==> config.mk <==
export PLATFORM = sky130hd
export DESIGN_NAME = axi4_bch_fifo
export DESIGN_NICKNAME = d
export VERILOG_FILES = /design/src/rtl/axi_rab_pkg.sv /design/src/rtl/axi_fifo_rab.sv /design/src/rtl/axi4_bch_fifo.sv
export SDC_FILE = /design/constraint.sdc
export NUM_CORES = 1
export LEC_CHECK = 0
export ABC_CLOCK_PERIOD_IN_PS = 3940
export BUFFER_PORTS_ARGS = -buffer_cell sky130_fd_sc_hd__buf_2
export CORE_MARGIN = 8
export CORE_UTILIZATION = 30
export DETAILED_ROUTE_END_ITERATION = 7
export SYNTH_ARGS = -nofsm -noshare
export SYNTH_HDL_FRONTEND = slang
export SYNTH_HIERARCHICAL = 1
export SYNTH_SLANG_ARGS = --single-unit
==> constraint.sdc <==
create_clock -name axi4_aclk -period 3.94 [get_ports axi4_aclk]
set_input_delay 0.788 -clock axi4_aclk [delete_from_list [all_inputs] [get_ports axi4_aclk]]
set_output_delay 0.788 -clock axi4_aclk [all_outputs]
set_load 0.01 [all_outputs]
==> src/rtl/axi_rab_pkg.sv <==
// axi_rab_pkg: shared AXI B-channel field layout and response codes for the RAB datapath
package axi_rab_pkg;
  localparam logic [1:0] OKAY = 2'b00;
  localparam logic [1:0] EXOKAY = 2'b01;
  localparam logic [1:0] SLVERR = 2'b10;
  localparam logic [1:0] DECERR = 2'b11;
  localparam int BRESP_LSB = 0;
  localparam int BID_LSB = 2;
  function automatic int buser_lsb(input int id_w);
    return BID_LSB + id_w;
  endfunction
  function automatic int b_width(input int id_w, input int user_w);
    return id_w + user_w + 2;
  endfunction
endpackage

==> src/rtl/axi_fifo_rab.sv <==
// axi_fifo_rab: circular FIFO with wrap-flag pointers and a registered fill level
module axi_fifo_rab #(
  parameter int DATA_WIDTH = 8,
  parameter int DEPTH = 4
) (
  input  logic                     clk,
  input  logic                     rst_n,
  input  logic                     push,
  input  logic                     pop,
  input  logic [DATA_WIDTH-1:0]    wdata,
  output logic [DATA_WIDTH-1:0]    rdata,
  output logic                     full,
  output logic                     empty,
  output logic [$clog2(DEPTH):0]   fill_level
);
  localparam int AW = $clog2(DEPTH);
  logic [DATA_WIDTH-1:0] mem [DEPTH];
  logic [AW:0] wr_ptr, rd_ptr;
  assign empty = wr_ptr == rd_ptr;
  assign full = (wr_ptr[AW-1:0] == rd_ptr[AW-1:0]) & (wr_ptr[AW] != rd_ptr[AW]);
  assign rdata = mem[rd_ptr[AW-1:0]];
  always_ff @(posedge clk or negedge rst_n) begin
    if (!rst_n) begin
      wr_ptr <= '0;
      rd_ptr <= '0;
      fill_level <= '0;
    end else begin
      if (push) wr_ptr <= wr_ptr + 1'b1;
      if (pop) rd_ptr <= rd_ptr + 1'b1;
      fill_level <= (push & !pop) ? fill_level + 1'b1 : (pop & !push) ? fill_level - 1'b1 : fill_level;
    end
  end
  // storage is deliberately left out of reset
  always_ff @(posedge clk) begin
    if (push) mem[wr_ptr[AW-1:0]] <= wdata;
  end
endmodule

==> src/rtl/axi4_bch_fifo.sv <==
// axi4_bch_fifo: AXI4 B-channel buffer with hold, fill level and saturating error count
module axi4_bch_fifo
  import axi_rab_pkg::*;
#(
  parameter int C_AXI_ID_WIDTH = 4,
  parameter int C_AXI_USER_WIDTH = 4,
  parameter int C_DEPTH = 4,
  parameter int C_CNT_WIDTH = 8
) (
  input  logic                          axi4_aclk,
  input  logic                          axi4_arstn,
  input  logic [C_AXI_ID_WIDTH-1:0]     m_axi4_bid,
  input  logic [1:0]                    m_axi4_bresp,
  input  logic [C_AXI_USER_WIDTH-1:0]   m_axi4_buser,
  input  logic                          m_axi4_bvalid,
  output logic                          m_axi4_bready,
  output logic [C_AXI_ID_WIDTH-1:0]     s_axi4_bid,
  output logic [1:0]                    s_axi4_bresp,
  output logic [C_AXI_USER_WIDTH-1:0]   s_axi4_buser,
  output logic                          s_axi4_bvalid,
  input  logic                          s_axi4_bready,
  input  logic                          hold,
  input  logic                          err_clr,
  output logic [$clog2(C_DEPTH):0]      fill_level,
  output logic [C_CNT_WIDTH-1:0]        err_cnt
);
  localparam int W = b_width(C_AXI_ID_WIDTH, C_AXI_USER_WIDTH);
  localparam int UL = buser_lsb(C_AXI_ID_WIDTH);
  logic [W-1:0] wdata, rdata;
  logic full, empty, push, pop, presented;
  assign wdata = {m_axi4_buser, m_axi4_bid, m_axi4_bresp};
  assign s_axi4_bresp = rdata[BRESP_LSB +: 2];
  assign s_axi4_bid = rdata[BID_LSB +: C_AXI_ID_WIDTH];
  assign s_axi4_buser = rdata[UL +: C_AXI_USER_WIDTH];
  assign m_axi4_bready = !full;
  // once valid is shown it stays up until the handshake, regardless of hold
  assign s_axi4_bvalid = !empty & (!hold | presented);
  assign push = m_axi4_bvalid & m_axi4_bready;
  assign pop = s_axi4_bvalid & s_axi4_bready;
  axi_fifo_rab #(.DATA_WIDTH(W), .DEPTH(C_DEPTH)) u_fifo (
    .clk(axi4_aclk),
    .rst_n(axi4_arstn),
    .push(push),
    .pop(pop),
    .wdata(wdata),
    .rdata(rdata),
    .full(full),
    .empty(empty),
    .fill_level(fill_level)
  );
  always_ff @(posedge axi4_aclk or negedge axi4_arstn) begin
    if (!axi4_arstn) begin
      presented <= 1'b0;
      err_cnt <= '0;
    end else begin
      presented <= pop ? 1'b0 : (s_axi4_bvalid & !s_axi4_bready) ? 1'b1 : presented;
      err_cnt <= err_clr ? '0 : (pop & s_axi4_bresp[1] & ~&err_cnt) ? err_cnt + 1'b1 : err_cnt;
    end
  end
endmodule

# --- After elaboration in Yosys (flattened, before gate mapping) ---
# Memories as Yosys holds them, arrays and structs flattened.
# Index checks and enable logic that the tools add are counted.
classes:
  n_addsub: 5
  n_mul: 0
  n_div: 0
  order_cmp: 0
  n_eq_ne: 3
  shift: 0
  n_mux: 8
  n_bitwise: 10
  reduce_logical: 11
ops:
  columns: ["op", "count"]
  rows:
  - ["8-bit two-way mux", 2]
  - ["3-bit by 1-bit adder with 3-bit output (second input constant)", 3]
  - ["1-bit AND", 9]
  - ["8-bit by 1-bit adder with 8-bit output (second input constant)", 1]
  - ["8-bit AND reduction", 1]
  - ["1-bit zero test", 7]
  - ["3-bit two-way mux", 2]
  - ["2-bit nonzero test", 3]
  - ["1-bit two-way mux", 4]
  - ["3-bit equality test", 1]
  - ["3-bit by 1-bit subtractor with 3-bit output (second input constant)", 1]
  - ["2-bit equality test", 1]
  - ["1-bit inequality test", 1]
  - ["1-bit bitwise OR", 1]
word_totals:
  ff_bits: 18
  latchBits: 0
  ramBits: 40
  mem_bits_ro: 0
  out_inout_bits: 23
  wordCells: 43
  mem_count: 1
memory_table:
  columns: ["memory", "words", "word_bits", "read_ports", "rd_clocked_by_memory_dff", "wr", "line_no", "text"]
  rows:
  - ["u_fifo.mem", 4, 10, 1, 0, 1, "axi_fifo_rab.sv:17", "logic [DATA_WIDTH-1:0] mem [DEPTH];"]

# --- Depth between registers and ports, before layout ---
# Gate-level depths: netlist (run 1).
depth:
  ltp_word: 8
  ltp_mapped: 13

# --- Modules after synthesis ---
# Netlist (run 1), hierarchy kept.
modules_own_cells:
  columns: ["module", "instances", "cells_per_inst", "area_each_um2", "seq_area_each_um2"]
  rows:
  - ["axi_fifo_rab", 1, 95, 1950.6, 1426.4]
  - ["axi4_bch_fifo", 1, 55, 501.7, 225.2]

# --- Worst setup path after synthesis (run 1) ---
# OpenSTA, ideal clock, no wires.
synth_timing:
  path_type: "input-to-reg"
  from: "input port hold"
  to: "register u_fifo.fill_level[1]"
  setup_ps: 125
  t_arrival_ps: 2344
  required_time_ps: 3815
  slack_ps: 1471
  path_stages: 8
  cell_sequence: "nor2b_1 > nor2_1 > and2_1 > inv_1 > ha_1 > inv_1 > fa_1 > mux2_2"
synth_between:
  elab_chain_len: 7
synth_lines:
  columns: ["element", "line_no", "text"]
  rows:
  - ["start, declared", "axi4_bch_fifo.sv:22", "input logic hold,"]
  - ["1-bit zero test (*)", "axi4_bch_fifo.sv:37", "assign s_axi4_bvalid = !empty & (!hold | presented);"]
  - ["1-bit bitwise OR (*)", "axi4_bch_fifo.sv:37", null]
  - ["1-bit AND (*)", "axi4_bch_fifo.sv:37", null]
  - ["named net s_axi4_bvalid", "axi4_bch_fifo.sv:20", "output logic s_axi4_bvalid,"]
  - ["1-bit AND (*)", "axi4_bch_fifo.sv:39", "assign pop = s_axi4_bvalid & s_axi4_bready;"]
  - ["named net pop", "axi4_bch_fifo.sv:30", "logic full, empty, push, pop, presented;"]
  - ["1-bit zero test", "axi_fifo_rab.sv:30", "fill_level <= (push & !pop) ? fill_level + 1'b1 : (pop & !push) ? fill_level - 1'b1 : fill_level;"]
  - ["1-bit AND", "axi_fifo_rab.sv:30", null]
  - ["3-bit two-way mux / 2-bit nonzero test (equally long branches)", null, null]
  - ["end signal, assigned", "axi_fifo_rab.sv:30", null]
  - ["end, declared", "axi_fifo_rab.sv:14", "output logic [$clog2(DEPTH):0] fill_level"]
# The timed path passes the listed nets; every way through them passes the cells marked *.
# A chain may end at the register's enable or synchronous reset.

# --- Final worst setup path (run 1) ---
layout_timing:
  from: "register u_fifo.rd_ptr[1]"
  to: "register u_fifo.fill_level[2]"
layout_between:
  elab_chain_len: 7
layout_lines:
  columns: ["element", "line_no", "text"]
  rows:
  - ["start, declared", "axi_fifo_rab.sv:18", "logic [AW:0] wr_ptr, rd_ptr;"]
  - ["start signal, assigned", "axi_fifo_rab.sv:29", "if (pop) rd_ptr <= rd_ptr + 1'b1;"]
  - ["2-bit equality test (*)", "axi_fifo_rab.sv:20", "assign full = (wr_ptr[AW-1:0] == rd_ptr[AW-1:0]) & (wr_ptr[AW] != rd_ptr[AW]);"]
  - ["1-bit AND (*)", "axi_fifo_rab.sv:20", null]
  - ["named net full", "axi4_bch_fifo.sv:30", null]
  - ["1-bit zero test (*)", "axi4_bch_fifo.sv:35", "assign m_axi4_bready = !full;"]
  - ["1-bit AND (*)", "axi4_bch_fifo.sv:38", "assign push = m_axi4_bvalid & m_axi4_bready;"]
  - ["named net push", "axi4_bch_fifo.sv:30", null]
  - ["1-bit zero test", "axi_fifo_rab.sv:30", null]
  - ["1-bit AND", "axi_fifo_rab.sv:30", null]
  - ["2-bit nonzero test (no line)", null, null]
# Marks and branches as above.

==> summary.md, run 1 <==
| Metric | Value |
|---|---|
| Post-route cell area | `2970 µm²` |
| H-tree Lvls | `3` |
| Crit-path max FO | `13` |
| Worst setup EP type | `flop` |
| Peak VDD IR | `298 µV` |
| Antenna Violating Nets Remaining | `0` |
| Fmax | `374 MHz` |
| First-pass GRT wire length | `7.53 mm` |
| Synth-to-layout area growth | `21.1%` |
| Post-synth EDFFs | `40` |
| Diodes inserted | `0` |
| Multi-input gate area | `751 µm²` |
| CTS clock-pin slew for the worst setup and hold paths | `0.07 ns` |
| Ys Warns | `6` |
| Average size of a mapped cell | `16.3 µm²` |
| Largest net degree at the start of global routing | `19` |
| Critical Path RT | `4.20 ns` |
| Dpl hpwl | `3.21 mm` |
| Number of global-route vias before repair | `1489` |
| Pleak | `1.13 nW` |
| Clk_skew | `0.00632 ns` |
| CTS tree | `built` |
| Root Buffer | `clkbuf_8` |
| Drt first pass iters | `4` |
| Final setup viols | `0` |
| DRC viols | `0` |
| Unrepaired setup endpoints after global routing | `no` |
| IO Count | `39` |
| Final worst slack | `1.26 ns` |
| Syn nets | `174` |
| Max-Slew Margin vs Limit | `56.6%` |
| Cell area after synthesis | `2450 µm²` |
| Total gr overflow | `0` |
| Cts bufs inserted | `9` |
| Die X | `106 µm` |
| Seq cells post-synth | `58` |
| Synth area leaders | `edfxtp_1 (49%), dfrtp_1 (18%), mux4_2 (7.3%)` |
| Final #Nets | `219` |
| Initial antenna violation count | `0` |
| Cell Pwr Density | `745 nW/µm²` |
| Outcome | `complete, no violations` |
| GRT Util Overall | `8.91%` |
| Top_reg_cell synth | `edfxtp_1` |
| Sequential share of the synthesized area | `67.3%` |
| Placed insts | `289` |
| Non-Filler Instances | `305` |
| Routed vias | `1403` |
| Vias per inst | `4.60` |
| Synth Instances | `150` |
| Arrival time worst endpoint | `2.93 ns` |
| Core Area | `8050 µm²` |
| Final period util | `67.9%` |
| WL final | `4.75 mm` |
| CTS Hold Bufs | `0` |
| Crit path launch type | `flop` |
| Placed inst area | `2750 µm²` |
| Clock Path Buffers | `2` |
| Share of post-route cells with drive strength above 1 | `33.5%` |
| DP Worst Slack | `1.22 ns` |
| CTS Sinks | `58` |
| # rows | `33` |
| Crit Path Class | `reg2reg` |
| Synth top area share | `49.0%` |
| Final max-slew violation count | `0` |
| # Post-CTS Setup Buffers | `0` |
| Starting Density | `30.5%` |
| Leading area contributor after synthesis | `edfxtp_1` |
| Max-cap viol count | `0` |
| Drt wl/cell | `15.6 µm` |
| Worst-margin pin slew | `0.648 ns` |
| FFs w/ async S/R, synth | `31.0%` |
| Gpl congestion | `0.747` |
| DR iter-0 viols | `89` |
| Final min period | `2.68 ns` |
| Final Hold Viols | `0` |
| Register area | `1650 µm²` |
| Chip Height | `106 µm` |
| Worst skew pair latency | `0.33 ns` |
| Synth cell types | `31` |
| Total negative slack | `0 ns` |
| Die ar. | `11300 µm²` |
| Fillers | `776` |
| # port buffers | `38` |
| CTS-repair resized insts | `0` |
| Hold crit path type | `in2async` |
==> synth_stat cells, types with 2 or more instances <==
| cell | number |
|---|---|
| a21oi_1 | 8 |
| and2_1 | 5 |
| clkbuf_1 | 2 |
| dfrtp_1 | 18 |
| edfxtp_1 | 40 |
| ha_1 | 7 |
| inv_1 | 6 |
| mux2_2 | 2 |
| mux4_1 | 2 |
| mux4_2 | 8 |
| nand2_1 | 5 |
| nand3_1 | 3 |
| nand4_1 | 2 |
| nor2_1 | 6 |
| nor2b_1 | 2 |
| o21ai_0 | 4 |
| o31ai_1 | 4 |
| or3_1 | 3 |
| or4_1 | 3 |
| xnor2_1 | 4 |
| xor2_1 | 6 |
==> registers in the layout (all words and copies together) (netlist names) <==
| name | count |
|---|---|
| err_cnt | 8 |
| presented | 1 |
| u_fifo/rd_ptr | 3 |
| u_fifo/wr_ptr | 3 |
| u_fifo/fill_level | 3 |
| u_fifo/mem | 40 |
==> layer usage <==
layer,share of wire (%),track usage (%)
met5,0,0
met4,1.5,4.22
met3,8.2,4.60
met2,44,13.0
met1,46,10.6
==> worst max-delay path, stage by stage, from the launching register on <==
cell     delay (ns)
dfrtp_1        0.72
xnor2_1        0.17
and3_1         0.22
nor2b_1        0.39
ha_1           0.26
inv_1          0.07
fa_1           0.37
xor2_1         0.15
nor2_1         0.11
xor2_1         0.14
==> report_power, final <==
group / internal, W / switching, W
clock: 0.000354 / 0.000231
sequential: 0.000820 / 0.0000979
combinational: 0.000331 / 0.000379
==> logic make-up (layout without fill, tap and decap cells) <==
kind of cell | Yosys count | after routing | share of synthesized area, %
AOI/OAI and AO/OA | 17 | 17 | 4.03
DFF | 58 | 58 | 67.3
adders and majority gates | 8 | 8 | 4.39
and+or+nand+nor | 34 | 34 | 8.21
xor gates and xnor gates | 10 | 10 | 3.57
buffers and inverters | 11 | 61 | 2.04
muxes | 12 | 12 | 10.4
==> cell usage in the layout, fill, tap and decap left out, types with 3 or more instances in the layout <==
master    instances
nand3_1           3
o21ai_0           4
or4_1             3
o31ai_1           4
or3_1             3
and2_1            5
xnor2_1           4
inv_1             6
nor2_1            6
a21oi_1           8
clkbuf_8          9
nand2_1           5
ha_1              7
mux4_2            8
edfxtp_1         40
buf_2            38
dfrtp_1          18
xor2_1            6
==> through the flow <==
stage | utilization (%) | hold WS, ns | total power [W]
6_report | 36.9 | 0.381 | 0.00221
3_3_place_gp | 34.2 | 0.457 | 0.00165
5_1_grt | 36.9 | 0.395 | 0.00238
3_5_place_dp | 34.2 | 0.464 | 0.00166
4_1_cts | 36.9 | 0.371 | 0.00226
2_1_floorplan | - | 0.460 | 0.00141
==> area by class of cell <==
type                       instances  share of cell area (%)
clock inverter                     7                    3.12
tap                              105                    4.42
inverter                           6                   0.758
clock buffer                       9                    4.17
timing repair buffer              39                    6.66
multi-input combinational         81                    25.3
sequential                        58                    55.6
==> final timing paths <==
kind	end	cells past startpoint	slack (ns)	start
max	u_fifo/fill_level[2]$_DFFE_PN0P_	9	1.26	u_fifo/rd_ptr[1]$_DFFE_PN0P_
min	err_cnt[4]$_DFFE_PN0P_	1	0.38	axi4_arstn
max reg2reg	u_fifo/fill_level[2]$_DFFE_PN0P_	9	1.26	u_fifo/rd_ptr[1]$_DFFE_PN0P_
min reg2reg	u_fifo/fill_level[2]$_DFFE_PN0P_	1	0.47	u_fifo/fill_level[2]$_DFFE_PN0P_
max in group asynchronous	u_fifo/wr_ptr[2]$_DFFE_PN0P_	1	3.27	axi4_arstn
min in group axi4_aclk	u_fifo/fill_level[2]$_DFFE_PN0P_	1	0.47	u_fifo/fill_level[2]$_DFFE_PN0P_
Power figures use the tool's default switching activity.
==> run 2: changes to the inputs <==
--- a/config.mk
+++ b/config.mk
@@ -5,7 +5,8 @@
 export SDC_FILE = /design/constraint.sdc
 export NUM_CORES = 1
 export LEC_CHECK = 0
-export ABC_CLOCK_PERIOD_IN_PS = 3940
+export ABC_AREA = 1
+export ABC_CLOCK_PERIOD_IN_PS = 2500
 export BUFFER_PORTS_ARGS = -buffer_cell sky130_fd_sc_hd__buf_2
 export CORE_MARGIN = 8
 export CORE_UTILIZATION = 30
==> constraint.sdc (replaced) <==
create_clock -name axi4_aclk -period 2.5 [get_ports axi4_aclk]
set_input_delay 0.5 -clock axi4_aclk [delete_from_list [all_inputs] [get_ports axi4_aclk]]
set_output_delay 0.5 -clock axi4_aclk [all_outputs]
set_load 0.01 [all_outputs]
==> summary.md, run 2 <==
| Metric | Value |
|---|---|
| Count leader, synth | `nand2_1` |
| Drt first pass iters | `4 (unchanged)` |
| CTS-repair resized insts | `0 (unchanged)` |
| Most frequent cells in the layout | `nand2_1 (65), inv_1 (46), edfxtp_1 (40)` |
| Final hold slack | `0.0826 ns (-0.299 ns)` |
| Sequential share of the synthesized area | `60.2% (-7.2 points)` |
| Average size of a mapped cell | `10.5 µm² (-36%)` |
| Max-cap viol count | `0 (unchanged)` |
| Combinational share of power | `36.8% (+4.7 points)` |
| Number of global-route vias before repair | `1739 (+17%)` |
| GRT Util Overall | `8.90% (about the same)` |
| FFs w/ async S/R, synth | `31.0% (unchanged)` |
| IO Count | `39 (unchanged)` |
| DRC viols | `0 (unchanged)` |
| Post-synth top cells | `nand2_1 (65), inv_1 (46), edfxtp_1 (40)` |
| Final Hold Viols | `0 (unchanged)` |
| Seq cells post-synth | `58 (unchanged)` |
| Sw frac | `37.3% (+5.3 points)` |
| Final period util | `85.0%` |
| Post-synth EDFFs | `40 (unchanged)` |
| Synth cell types | `28 (-9.7%)` |
| Initial antenna violation count | `0 (unchanged)` |
| Final max-slew violation count | `0 (unchanged)` |
| Worst setup EP type | `output pin` |
| Synth area leaders | `edfxtp_1 (44%), dfrtp_1 (16%), nand2_1 (8.9%)` |
| Crit path launch type | `flop` |
| Hold crit path type | `in2async` |
| Outcome | `complete, no violations` |
| Max reg flops | `40 (unchanged)` |
| Final setup viols | `0 (unchanged)` |
| Die ar. | `12500 µm² (+10%)` |
| CP Launch Point | `u_fifo/rd_ptr[0]$_DFFE_PN0P_` |
| CTS clock-pin slew for the worst setup and hold paths | `0.07 ns (about the same)` |
| Final min period | `2.12 ns` |
| # port buffers | `38 (unchanged)` |
| Cell Pwr Density | `1160 nW/µm² (+55%)` |
| Starting Density | `30.3% (-0.19 points)` |
| DR iter-0 viols | `73 (-18%)` |
| Ys Warns | `6 (unchanged)` |
| # rows | `35 (+6.1%)` |
| WL final | `5.35 mm (+13%)` |
| Fmax | `471 MHz` |
| CTS Hold Bufs | `0 (unchanged)` |
| Routed vias | `1832 (+31%)` |
| Dpl hpwl | `3.64 mm (+14%)` |
| Crit Path Class | `reg2out` |
| Unrepaired setup endpoints after global routing | `no` |
| # Post-CTS Setup Buffers | `0 (unchanged)` |
| Fillers | `868 (+12%)` |
| Vias per inst | `4.34 (-5.6%)` |
| Crit-path max FO | `42 (+29)` |
| Top_reg_cell synth | `edfxtp_1` |
| Synth-to-layout area growth | `18.4%` |
| Peak VDD IR | `362 µV (+21%)` |
| CTS Sinks | `58 (unchanged)` |
| Leading area contributor after synthesis | `edfxtp_1` |
| Reg power frac | `37.3% (-4.2 points)` |
| H-tree Lvls | `3 (unchanged)` |
| NetSw | `0.00140 W (+98%)` |
| Diodes inserted | `0 (unchanged)` |
| First-pass GRT wire length | `8.54 mm (+13%)` |
| Pleak | `1.51 nW (+34%)` |
| Chip Height | `112 µm (+4.9%)` |
| Max-Slew Margin vs Limit | `66.6% (+9.9 points)` |
| Arrival time worst endpoint | `1.62 ns (-1.31 ns)` |
| Register area | `1650 µm² (unchanged)` |
| P_int | `0.00236 W (+57%)` |
| Cts bufs inserted | `9 (unchanged)` |
| Die X | `112 µm (+4.9%)` |
| Part of the power in the clock network | `25.9% (-0.6 points)` |
| Total gr overflow | `0 (unchanged)` |
| Worst skew pair latency | `0.34 ns (about the same)` |
| Cell area after synthesis | `2740 µm² (+12%)` |
| Worst-margin pin slew | `0.501 ns (-0.147 ns)` |
| Multi-input gate area | `831 µm² (+11%)` |
| Commonest non-fill, non-tap cell in the layout | `nand2_1` |
| CTS tree | `built` |
| Synth top area share | `43.8% (-5.2 points)` |
| Largest net degree at the start of global routing | `43 (+24)` |
| R2R Path Start | `u_fifo/wr_ptr[1]$_DFFE_PN0P_` |
| Critical Path RT | `2.00 ns (-2.20 ns)` |
| Antenna Violating Nets Remaining | `0 (unchanged)` |
| Total negative slack | `0 ns (unchanged)` |
| Share of post-route cells with drive strength above 1 | `22.2% (-11 points)` |
| Root Buffer | `clkbuf_8` |
| Total power | `0.00376 W (+70%)` |
| Drt wl/cell | `12.7 µm (-19%)` |
| Clock Path Buffers | `2 (unchanged)` |
| Clk_skew | `0.00823 ns (+0.00190 ns)` |
| Core Area | `9060 µm² (+13%)` |
| Gpl congestion | `0.794 (+6.4%)` |
| Synth Instances | `262 (+75%)` |
| Final #Nets | `330 (+51%)` |
| Syn nets | `286 (+64%)` |
==> run 2: per-stage QoR <==
step	cells	utilization, %	setup slack (ns)	area, µm²
3_3_place_gp	406	33.3	0.469	3020
4_1_cts	422	35.8	0.342	3250
5_1_grt	422	35.8	0.200	3250
3_5_place_dp	406	33.3	0.396	3020
2_1_floorplan	262	-	0.496	2740
6_report	422	35.8	0.376	3250
==> run 2: area by class of cell <==
type / count / area share (%)
Clock buffer: 9 / 3.81
Clock inverter: 7 / 3.16
Timing Repair Buffer: 42 / 6.78
Sequential cell: 58 / 50.8
Tap cell: 111 / 4.28
Inverter: 48 / 5.55
Multi-Input combinational cell: 147 / 25.6
==> run 2: metal layers <==
metal	share of wire, %	GRT usage [%]	routed length (µm)
met5	0	0	0
met4	2.0	4.92	106
met3	3.4	2.92	184
met2	52	15.7	2800
met1	42	9.14	2250
==> run 2: cells by family after synthesis <==
family                   Yosys count  synth area share (%)
AO/OA/AOI/OAI                     27                  7.30
XOR/XNOR                           7                  2.23
adder cells (fa/ha/maj)            8                  3.92
buffers and inverters             57                  9.53
flip-flops                        58                  60.2
AND/OR/NAND/NOR                  105                  16.8
==> run 2: critical path, stage by stage (launching register included) <==
cell and delay, ns:
dfrtp_1 0.37, buf_4 0.39, nand2_1 0.10, o211ai_1 0.09, nand2_1 0.14, buf_2 0.17
==> run 2: power by group through the flow <==
| stage | clock, W | sequential, W | combinational, W |
|---|---|---|---|
| 2_1_floorplan | 0 | 0.00142 | 0.00101 |
| 3_3_place_gp | 0 | 0.00142 | 0.00139 |
| 3_5_place_dp | 0 | 0.00142 | 0.00141 |
| 4_1_cts | 0.000999 | 0.00140 | 0.00142 |
| 5_1_grt | 0.00104 | 0.00143 | 0.00157 |
| 6_report | 0.000974 | 0.00140 | 0.00138 |
==> run 2: final timing paths <==
path,endpoint,slack [ns],depth (start not counted)
min,err_cnt[2]$_DFFE_PN0P_,0.08,1
min in group axi4_aclk,u_fifo/mem[3][8]$_DFFE_PP_,0.37,1
min reg2reg,u_fifo/wr_ptr[2]$_DFFE_PN0P_,0.49,1
max in group asynchronous,presented$_DFFE_PN0P_,2.12,1
max reg2reg,u_fifo/fill_level[2]$_DFFE_PN0P_,0.39,16
max,s_axi4_bresp[1],0.38,5
